<file path="src/rtl/capture_fifo.sv">
// rtl/capture_fifo.sv - capture buffer FIFO with collect/drain/done sequencing
// Optional feature: define CAPTURE_FIFO_MAX_TRACK_EN to add the cap_max output
// (running unsigned maximum of accepted captures).

module capture_fifo #(
  parameter int WIDTH = 16,
  parameter int DEPTH = 8
) (
  input  logic                     clk,
  input  logic                     rst,
  input  logic                     cap_valid,
  input  logic [WIDTH-1:0]         cap_data,
  input  logic                     cap_done,
  input  logic                     rd_ready,
  output logic                     rd_valid,
  output logic [WIDTH-1:0]         rd_data,
  output logic [$clog2(DEPTH):0]   level,
  output logic                     overflow,
  output logic [1:0]               state
`ifdef CAPTURE_FIFO_MAX_TRACK_EN
  ,
  output logic [WIDTH-1:0]         cap_max
`endif
);

  localparam int AW = $clog2(DEPTH);
  localparam int LW = AW + 1;

  typedef enum logic [1:0] {
    IDLE    = 2'd0,
    COLLECT = 2'd1,
    DRAIN   = 2'd2,
    DONE    = 2'd3
  } state_t;

  state_t          state_q, state_d;
  logic [AW-1:0]   wr_ptr_q, wr_ptr_d;
  logic [AW-1:0]   rd_ptr_q, rd_ptr_d;
  logic [LW-1:0]   level_q, level_d;
  logic            overflow_q, overflow_d;
  logic [WIDTH-1:0] mem_q [DEPTH];

  logic accepting;
  logic full;
  logic pop;
  logic wr_en;
  logic drop;

  // Handshake decode: reset masks both pops and writes in the same cycle
  always_comb begin
    accepting = (state_q == IDLE) || (state_q == COLLECT);
    full      = (level_q == LW'(DEPTH));
    pop       = (level_q != '0) && rd_ready && !rst;
    wr_en     = cap_valid && accepting && (!full || pop) && !rst;
    drop      = cap_valid && accepting && full && !pop && !rst;
  end

  // Next-state, pointer, level and sticky overflow computation
  always_comb begin
    state_d    = state_q;
    wr_ptr_d   = wr_ptr_q;
    rd_ptr_d   = rd_ptr_q;
    level_d    = level_q;
    overflow_d = overflow_q || drop;

    case (state_q)
      IDLE: begin
        if (cap_done)       state_d = DRAIN;
        else if (cap_valid) state_d = COLLECT;
      end
      COLLECT: if (cap_done) state_d = DRAIN;
      // Level is the registered value, so DONE lands one cycle after the last pop
      DRAIN:   if (level_q == '0) state_d = DONE;
      DONE:    state_d = DONE;
      default: state_d = IDLE;
    endcase

    if (wr_en) wr_ptr_d = wr_ptr_q + AW'(1);
    if (pop)   rd_ptr_d = rd_ptr_q + AW'(1);

    case ({wr_en, pop})
      2'b10:   level_d = level_q + LW'(1);
      2'b01:   level_d = level_q - LW'(1);
      default: level_d = level_q;
    endcase
  end

  // Control registers with synchronous reset
  always_ff @(posedge clk) begin
    if (rst) begin
      state_q    <= IDLE;
      wr_ptr_q   <= '0;
      rd_ptr_q   <= '0;
      level_q    <= '0;
      overflow_q <= 1'b0;
    end else begin
      state_q    <= state_d;
      wr_ptr_q   <= wr_ptr_d;
      rd_ptr_q   <= rd_ptr_d;
      level_q    <= level_d;
      overflow_q <= overflow_d;
    end
  end

  // Storage array; contents are not reset, only the pointers are
  always_ff @(posedge clk) begin
    if (wr_en) mem_q[wr_ptr_q] <= cap_data;
  end

  assign rd_valid = (level_q != '0);
  assign rd_data  = mem_q[rd_ptr_q];
  assign level    = level_q;
  assign overflow = overflow_q;
  assign state    = state_q;

`ifdef CAPTURE_FIFO_MAX_TRACK_EN
  logic [WIDTH-1:0] cap_max_q, cap_max_d;

  // Running maximum follows only captures that were actually stored
  always_comb begin
    cap_max_d = cap_max_q;
    if (wr_en && (cap_data > cap_max_q)) cap_max_d = cap_data;
  end

  // Maximum register
  always_ff @(posedge clk) begin
    if (rst) cap_max_q <= '0;
    else     cap_max_q <= cap_max_d;
  end

  assign cap_max = cap_max_q;
`endif

endmodule

</file>
<file path="config.mk">
export PLATFORM = sky130hd
export DESIGN_NAME = capture_fifo
export DESIGN_NICKNAME = d
export VERILOG_FILES = /design/src/rtl/capture_fifo.sv
export SDC_FILE = /design/constraint.sdc
export NUM_CORES = 1
export LEC_CHECK = 0
export CORE_MARGIN = 2
export CORE_UTILIZATION = 55
export DETAILED_ROUTE_END_ITERATION = 10
export GPL_ROUTABILITY_DRIVEN = 0
export PLACE_DENSITY = 0.73
export SLEW_MARGIN = 20
export SYNTH_ARGS = -nofsm -noshare
export SYNTH_HDL_FRONTEND = slang
export SYNTH_SLANG_ARGS = --single-unit
</file>
<file path="constraint.sdc">
create_clock -name clk -period 6.4 [get_ports clk]
set_input_delay 0.64 -clock clk [delete_from_list [all_inputs] [get_ports clk]]
set_output_delay 0.64 -clock clk [all_outputs]
set_load 0.005 [all_outputs]
</file>
==> results of run 1 <==
-- power by group through the flow --
| stage | clock network, uW | logic, uW | registers [uW] |
|---|---|---|---|
| finish | 956 | 129 | 1050 |
| global route | 1010 | 141 | 1050 |
| CTS | 970 | 131 | 1050 |
| detailed placement | 0 | 130 | 1070 |
| global placement | 0 | 127 | 1070 |
| floorplan | 0 | 73.4 | 1060 |
-- worst paths after layout --
check	endpoint	slack, ps	cells after the start
worst max-delay path	rd_data[6]	3100	4
worst min-delay path	state[0]$_SDFFE_PP0P_	530	2
worst max register to register	level[2]$_SDFFE_PP0P_	3680	9
worst min register to register	state[0]$_SDFFE_PP0P_	530	2
-- registers in the layout, summed over array words and instances, names as in the netlist, named ones only --
register,count
level,4
mem_q,128
overflow,1
rd_ptr_q,3
state,2
wr_ptr_q,3
-- kinds of logic after synthesis --
kind of cell,count (synthesis),synth area share (%)
compound gates,13,1.704
xor+xnor,6,0.9178
fa+ha+maj,5,1.092
buf+inv,14,1.595
flops,144,72.71
mux,51,18.11
simple gates,41,3.867
-- layer usage --
metal  vias up  track usage [%]
met3         6            4.598
met5         -                0
li1       1264                -
met1      1412            26.18
met2        79            28.57
met4         0            7.143
-- metrics by stage --
stage | instances | hold slack, ps | util, % | total power, uW | worst slack [ps]
after floorplan | 274 | 475.2 | - | 1137 | 2936
after global placement | 452 | 508.9 | 62.26 | 1193 | 2711
after detailed placement | 452 | 510.7 | 62.26 | 1197 | 2561
after CTS | 484 | 525.3 | 67.96 | 2148 | 3031
after global routing | 484 | 561.7 | 67.96 | 2199 | 2855
final | 484 | 530.1 | 67.96 | 2132 | 3101
-- Yosys cell counts --
master / instances / area share, %
nand3b_1: 2 / 0.26
a21bo_2: 1 / 0.17
nor3_1: 1 / 0.087
a21oi_1: 4 / 0.35
xor2_1: 3 / 0.46
o21ai_0: 4 / 0.35
nand3_1: 1 / 0.087
buf_6: 5 / 0.98
ha_1: 5 / 1.1
nor4_1: 3 / 0.33
mux4_1: 28 / 13
nor2_1: 16 / 1.0
mux2i_1: 2 / 0.35
dfxtp_1: 16 / 5.6
mux4_2: 4 / 1.6
inv_1: 1 / 0.065
a32o_1: 1 / 0.17
nor3b_1: 2 / 0.26
clkbuf_2: 1 / 0.087
clkbuf_1: 3 / 0.20
nor4b_1: 4 / 0.61
xnor2_1: 3 / 0.46
o21ba_2: 1 / 0.17
nand2b_1: 6 / 0.66
mux2_2: 17 / 3.3
nand2_1: 3 / 0.20
a31oi_4: 1 / 0.37
edfxtp_1: 128 / 67
o22ai_1: 1 / 0.11
buf_1: 4 / 0.26
or3_1: 2 / 0.22
nor2b_1: 1 / 0.11
-- worst reg2reg max path, delay by kind of cell (launching register included) --
kind | cells | cell delay (ps)
and+or+nand+nor | 3 | 1170
adders and majority gates | 2 | 510
DFF | 1 | 390
AOI/OAI and AO/OA | 2 | 300
xor gates and xnor gates | 2 | 250
-- final cells by class --
type,count,share of cell area [%]
Clock buffer,18,6.010
Clock inverter,14,2.375
Inverter,1,0.05399
Multi-Input combinational cell,116,21.70
Sequential cell,144,59.89
Tap cell,136,2.447
Timing Repair Buffer,55,7.522
==> results.cfg, run 1 <==
[status]
status = finished, final reports clean

[power]
cellLeakagePower_uw = 0.002268
pwr-share-clk_pct = 44.8
swShare_pct = 20.22
vdd_drop_max_uv = 171.9
seqPwrFrac_pct = 49.1
power_report.internal_total_uw = 1701
p_sw_uw = 431.2
combinationalPowerShare_pct = 6.1
powerDensity_nw_per_um2 = 306.7

[timing]
period_minus_slack_ps = 3299
setup_viol = 0
slew_violations = 0
fmax_mhz = 303.2
skew_ps = 9.138
rsz0062_at_grt = false
final-hold-violation-count = 0
fin_setup_tns_ps = 0
slew_headroom_pct = 34.78
tightest_slew_ps = 977.0
fin_crit_sh_pct = 51.54

[cells_and_area]
most-common-layout-cells = edfxtp_1 (128), clkdlybuf4s50_1 (44), mux4_1 (28)
drive_above_1_share_pct = 20.69
multiInputGateArea_um2 = 1509
area_delta_synth_final_pct = 21.41
antenna_cells = 0
final_common_cell = edfxtp_1
fin_nets = 361
fin_area_um2 = 6953
fillers = 650
seq_area_um2 = 4164

[place]
io_buffers = 44
placed_area_um2 = 6370
hpwl_um = 5223

[clocking]
cts_buffers = 17
cts_buffer_depth = 2
clock_tree.root_cell = clkbuf_8
path_clk_slew_ps = 60
cts_hold_buf = 0
cts_tree = done
cts_sinks = 144
post-cts-setup-buffers = 0
htree_levels = 4
cts-resized-gates = 0
clk_latency_ps = 510

[setup_path]
crit_type = flop to output port
required_ps = 5760
r2r_start = level[1]$_SDFFE_PP0P_
worst-path-buf-inv = 2
cp.arrival_ps = 2660
crit_slowest_cell = mux4_1
crit_chain = buf_4 > mux4_1 > mux2_2 > clkdlybuf4s50_1
crit_path_end_kind = output port
path_delay_family = multiplexers
cpPeakStageDelay_ps = 660
cp_max_fo = 32
start_kind = flop

[drt]
viasPerCell = 5.705
routed_wl_um = 9667
wl_met3_um = 445
wl_met2_um = 4811
dr.pass1.iters = 4
ant_nets = 0
via_count = 2761
wl_met1_um = 4336
drc_errors = 0
routed.top_layer = met4
drt_iter0_markers = 223
wl_per_cell_um = 19.97

[global_routing]
overflow = 0
grt_usage_pct = 18.61
grt_pass1_vias = 2787
grt_pass1_wl_um = 15090
antenna_found_initial = 0
grt_max_degree = 33

[logic_synthesis]
synth.distinct_cells = 32
syn_area_um2 = 5727
synth_nets = 300
netlist_instances = 274
synth_seq_cells = 144
syn_area_per_cell_um2 = 20.90
ys_seq_area_share_pct = 72.71
yosysWarnings = 0

[min_path]
hold_start = state[1]$_SDFFE_PP0P_
worstHoldPathType = flop to flop

[flow_run]
drv_cap = 0

[floorplan]
rows = 37
die_w_um = 106.0
die_h_um = 106.0
initial_core_util_pct = 55.97
io_pins = 45
fp.dieArea_um2 = 11240
core_um2 = 10230
Power figures use the tool's default switching activity.
==> run 2: changes to the inputs <==
Settings changed: CORE_UTILIZATION 55 to 52, PLACE_DENSITY 0.73 to 0.72.
Clock period 6.4 ns to 3 ns, I/O delays scaled along.
==> results.cfg, run 2 (synthesis results as in run 1) <==
[global_routing]
grt_usage_pct = 18.31
overflow = 0
grt_max_degree = 33
grt_pass1_wl_um = 15320
grt_pass1_vias = 2731
antenna_found_initial = 0

[cells_and_area]
antenna_cells = 0
drive_above_1_share_pct = 23.12
regMostFlops = mem_q
fin_nets = 372
fin_cells = 499
largest_reg_flops = 128
fin_area_um2 = 7052
area_delta_synth_final_pct = 23.14
most-common-layout-cells = edfxtp_1 (128), clkdlybuf4s50_1 (44), mux4_1 (28)
final_common_cell = edfxtp_1

[drt]
routed_wl_um = 9978
ant_nets = 0
drc_errors = 0
drt_iter0_markers = 170
dr.pass1.iters = 4
wl_per_cell_um = 20.00
via_count = 2789
viasPerCell = 5.589

[setup_path]
start_kind = flop
cp.arrival_ps = 2460
crit_type = flop to output port
cp_max_fo = 32
required_ps = 2700
crit_path_end_kind = output port
r2r_setup_slack_ps = 650
crit-reg2reg-capture = level[2]$_SDFFE_PP0P_
worst-r2r-cell-count = 9
r2r_start = level[1]$_SDFFE_PP0P_

[timing]
period_minus_slack_ps = 2764
slew_headroom_pct = 71.02
whs_ps = 362.4
skew_ps = 6.493
slew_violations = 0
rsz0062_at_grt = false
tightest_slew_ps = 434.7
fin_crit_sh_pct = 92.12
fmax_mhz = 361.8
final-hold-violation-count = 0
setup_viol = 0
setup_ws_ps = 236.3

[place]
placed_cells = 467
placed_area_um2 = 6470
pre_cts_slack_ps = 336.2
io_buffers = 44
hpwl_um = 6097

[power]
cellLeakagePower_uw = 0.002337
vdd_drop_max_uv = 419.5
powerDensity_nw_per_um2 = 644.0
power_uw = 4541

[min_path]
holdPathEnd = state[1]$_SDFFE_PP0P_
hold_start = cap_done
whs_path_depth = 3
worstHoldPathType = input pin to flop

[flow_run]
drv_cap = 0

[clocking]
htree_levels = 4
clk_latency_ps = 510
cts_tree = done
post-cts-setup-buffers = 0
cts-resized-gates = 0
path_clk_slew_ps = 60
cts_hold_buf = 0
cts_buffers = 17
cts_buffer_depth = 2
clock_tree.root_cell = clkbuf_8
cts_sinks = 144

[floorplan]
fp.dieArea_um2 = 11870
die_h_um = 108.9
initial_core_util_pct = 53.06
core_um2 = 10790
io_pins = 45
rows = 38
die_w_um = 108.9

[status]
status = finished, final reports clean
## run 2: how the worst max path moves through the flow
stage                                      from                     to  cells past startpoint
final                                      flop             rd_data[3]                      4
after global routing                       flop             rd_data[3]                      4
after CTS                                  flop             rd_data[3]                      4
after global placement                      rst  level[2]$_SDFFE_PP0P_                     10
after floorplan           level[1]$_SDFFE_PP0P_  mem_q[1][0]$_DFFE_PP_                      5
after detailed placement                    rst  level[2]$_SDFFE_PP0P_                     10
## run 2: per-layer routing
layer / vias to the layer above / wire length [um] / global-route usage, %
li1: 1286 / - / -
met1: 1428 / 4313 / 24.55
met2: 66 / 5129 / 28.84
met3: 9 / 428 / 5.619
met4: 0 / 106 / 6.044
met5: - / 0 / 0
## run 2: stage by stage
stage	utilization [%]	TNS, ps
floorplan	-	-8417
global placement	59.95	0
detailed placement	59.95	0
CTS	65.34	0
global route	65.34	0
finish	65.34	0
## run 2: final cells by class
cell class | count | area (um2)
clock buffer | 17 | 414.1
clock inverter | 15 | 167.7
fill | 715 | 3741
inverter | 1 | 3.754
multi-input combinational | 116 | 1509
sequential | 144 | 4164
tap | 140 | 175.2
timing repair buffer | 66 | 618.1
## run 2: worst max-delay path, cell delays in order (launching register included)
cell and delay (ps):
dfxtp_1 350, buf_12 240, mux4_1 590, mux2_2 290, clkdlybuf4s50_1 450
## run 2: power breakdown
part	internal, uW	total [uW]	switching (uW)	leakage, uW
Combinational	166	286	120	0.000772
Clock	1260	2020	762	0.000281
Sequential	2210	2240	23.5	0.00128
==> run 3: changes to the inputs <==
Settings changed: GPL_TIMING_DRIVEN set to 0.
==> results.cfg, run 3 (synthesis results as in run 1) <==
[timing]
whs_ps = 367.9
rsz0062_at_grt = false
final-hold-violation-count = 0
period_minus_slack_ps = 2812
fin_crit_sh_pct = 93.74
setup_viol = 0
slew_headroom_pct = 48.05
tightest_slew_ps = 777.2
skew_ps = 8.836
fmax_mhz = 355.6
slew_violations = 0

[min_path]
whs_path_depth = 3
worstHoldPathType = input pin to flop
hold_start = cap_done
holdPathEnd = state[1]$_SDFFE_PP0P_

[cells_and_area]
fin_area_um2 = 7154
antenna_cells = 0
fillers = 727
drive_above_1_share_pct = 25.41
regMostFlops = mem_q
fin_nets = 383
most-common-layout-cells = edfxtp_1 (128), clkdlybuf4s50_1 (44), mux4_1 (28)
final_common_cell = edfxtp_1
largest_reg_flops = 128
area_delta_synth_final_pct = 24.93

[floorplan]
io_pins = 45
rows = 38
initial_core_util_pct = 53.06
die_w_um = 108.9
die_h_um = 108.9
core_um2 = 10790
fp.dieArea_um2 = 11870

[flow_run]
drv_cap = 0

[setup_path]
crit-reg2reg-capture = mem_q[6][14]$_DFFE_PP_
worst-path-buf-inv = 3
cp.arrival_ps = 2510
crit_path_end_kind = output port
start_kind = flop
required_ps = 2700
worst-r2r-cell-count = 6
critPathMostFrequentCell = buf_6
cpPeakStageDelay_ps = 620
r2r_start = level[0]$_SDFFE_PP0P_
crit_chain = buf_6 > buf_6 > mux4_1 > mux2_2 > clkdlybuf4s50_1
crit_slowest_cell = mux4_1
crit_type = flop to output port
cp_max_fo = 10
r2r_setup_slack_ps = 400
path_delay_family = multiplexers

[clocking]
cts_buffer_depth = 2
cts_tree = done
path_clk_slew_ps = 70
post-cts-setup-buffers = 0
clk_latency_ps = 520
htree_levels = 4
cts_sinks = 144
clock_tree.root_cell = clkbuf_8
cts_buffers = 17

[drt]
drc_errors = 0
viasPerCell = 5.694
via_count = 2904
drt_iter0_markers = 159
ant_nets = 0
routed_wl_um = 10470
wl_per_cell_um = 20.54
dr.pass1.iters = 4

[global_routing]
overflow = 0
grt_usage_pct = 19.49
grt_pass1_vias = 2953
grt_max_degree = 17
grt_pass1_wl_um = 16360
antenna_found_initial = 0

[power]
vdd_drop_max_uv = 498.7
powerDensity_nw_per_um2 = 658.0
cellLeakagePower_uw = 0.002399

[place]
hpwl_um = 6823
placed_area_um2 = 6521
io_buffers = 44

[status]
status = finished, final reports clean
run 3: cell count changes in the layout (fill, tap and decap cells not counted), sizes merged:
cell	change
buf	+5
bufinv	+1
clkbuf	+6
clkinv	-4
inv	+3
run 3: repair_timing:
item                                    in CTS  in global routing
endpoints found under the setup margin       1                  8
hold buffers                                 0                  0
endpoints found under the hold margin        0                  0
resized for setup                            1                  3
run 3: layout make-up:
cell class | count | area [um2] | area share [%]
multi-input combinational | 116 | 1520 | 21.25
timing repair buffer | 64 | 576.8 | 8.062
inverter | 1 | 3.754 | 0.05247
tap | 140 | 175.2 | 2.448
buffer | 13 | 91.34 | 1.277
clock buffer | 17 | 414.1 | 5.789
clock inverter | 15 | 209.0 | 2.921
sequential | 144 | 4164 | 58.20
run 3: how the worst max path moves through the flow:
stage,startpoint,to,slack [ps],depth (start not counted)
floorplan,level[1]$_SDFFE_PP0P_,mem_q[1][0]$_DFFE_PP_,-130,5
global placement,rst,mem_q[2][9]$_DFFE_PP_,-2380,5
detailed placement,rst,mem_q[6][9]$_DFFE_PP_,-140,7
CTS,flop,rd_data[3],5,4
global route,flop,rd_data[6],70,4
finish,flop,rd_data[14],190,5
run 3: metal layers:
metal  up-vias  part of all wire [%]  global-route usage (%)
met5         -                     0                       0
met3        14                   4.6                   5.738
met4         0                   1.2                   6.777
met1      1512                    43                   25.54
li1       1310                     -                       -
met2        68                    51                   31.37
run 3: worst min-delay path, stage by stage:
cell and delay [ps]:
clkdlybuf4s50_1 410, nor2_1 90, nor2_1 40
run 3: report_power, final:
| group | total, uW | switching, uW | internal [uW] | leakage (uW) |
|---|---|---|---|---|
| Combinational | 303 | 133 | 169 | 0.000819 |
| Clock | 2180 | 814 | 1360 | 0.000296 |
| Sequential | 2230 | 17.7 | 2210 | 0.00128 |
| Total | 4710 | 965 | 3740 | 0.00240 |
run 3: per-stage QoR:
| stage | setup slack, ps | utilization [%] | total power, uW | cells | setup TNS (ps) |
|---|---|---|---|---|---|
| after floorplan | -132.9 | - | 2425 | 274 | -8417 |
| after detailed placement | -135.5 | 60.42 | 2574 | 478 | -688.4 |
| after global placement | -2382 | 58.76 | 2556 | 458 | -220150 |
| after CTS | 4.530 | 66.21 | 4747 | 510 | 0 |
| final | 187.9 | 66.29 | 4708 | 510 | 0 |
| after global routing | 69.75 | 66.29 | 4853 | 510 | 0 |
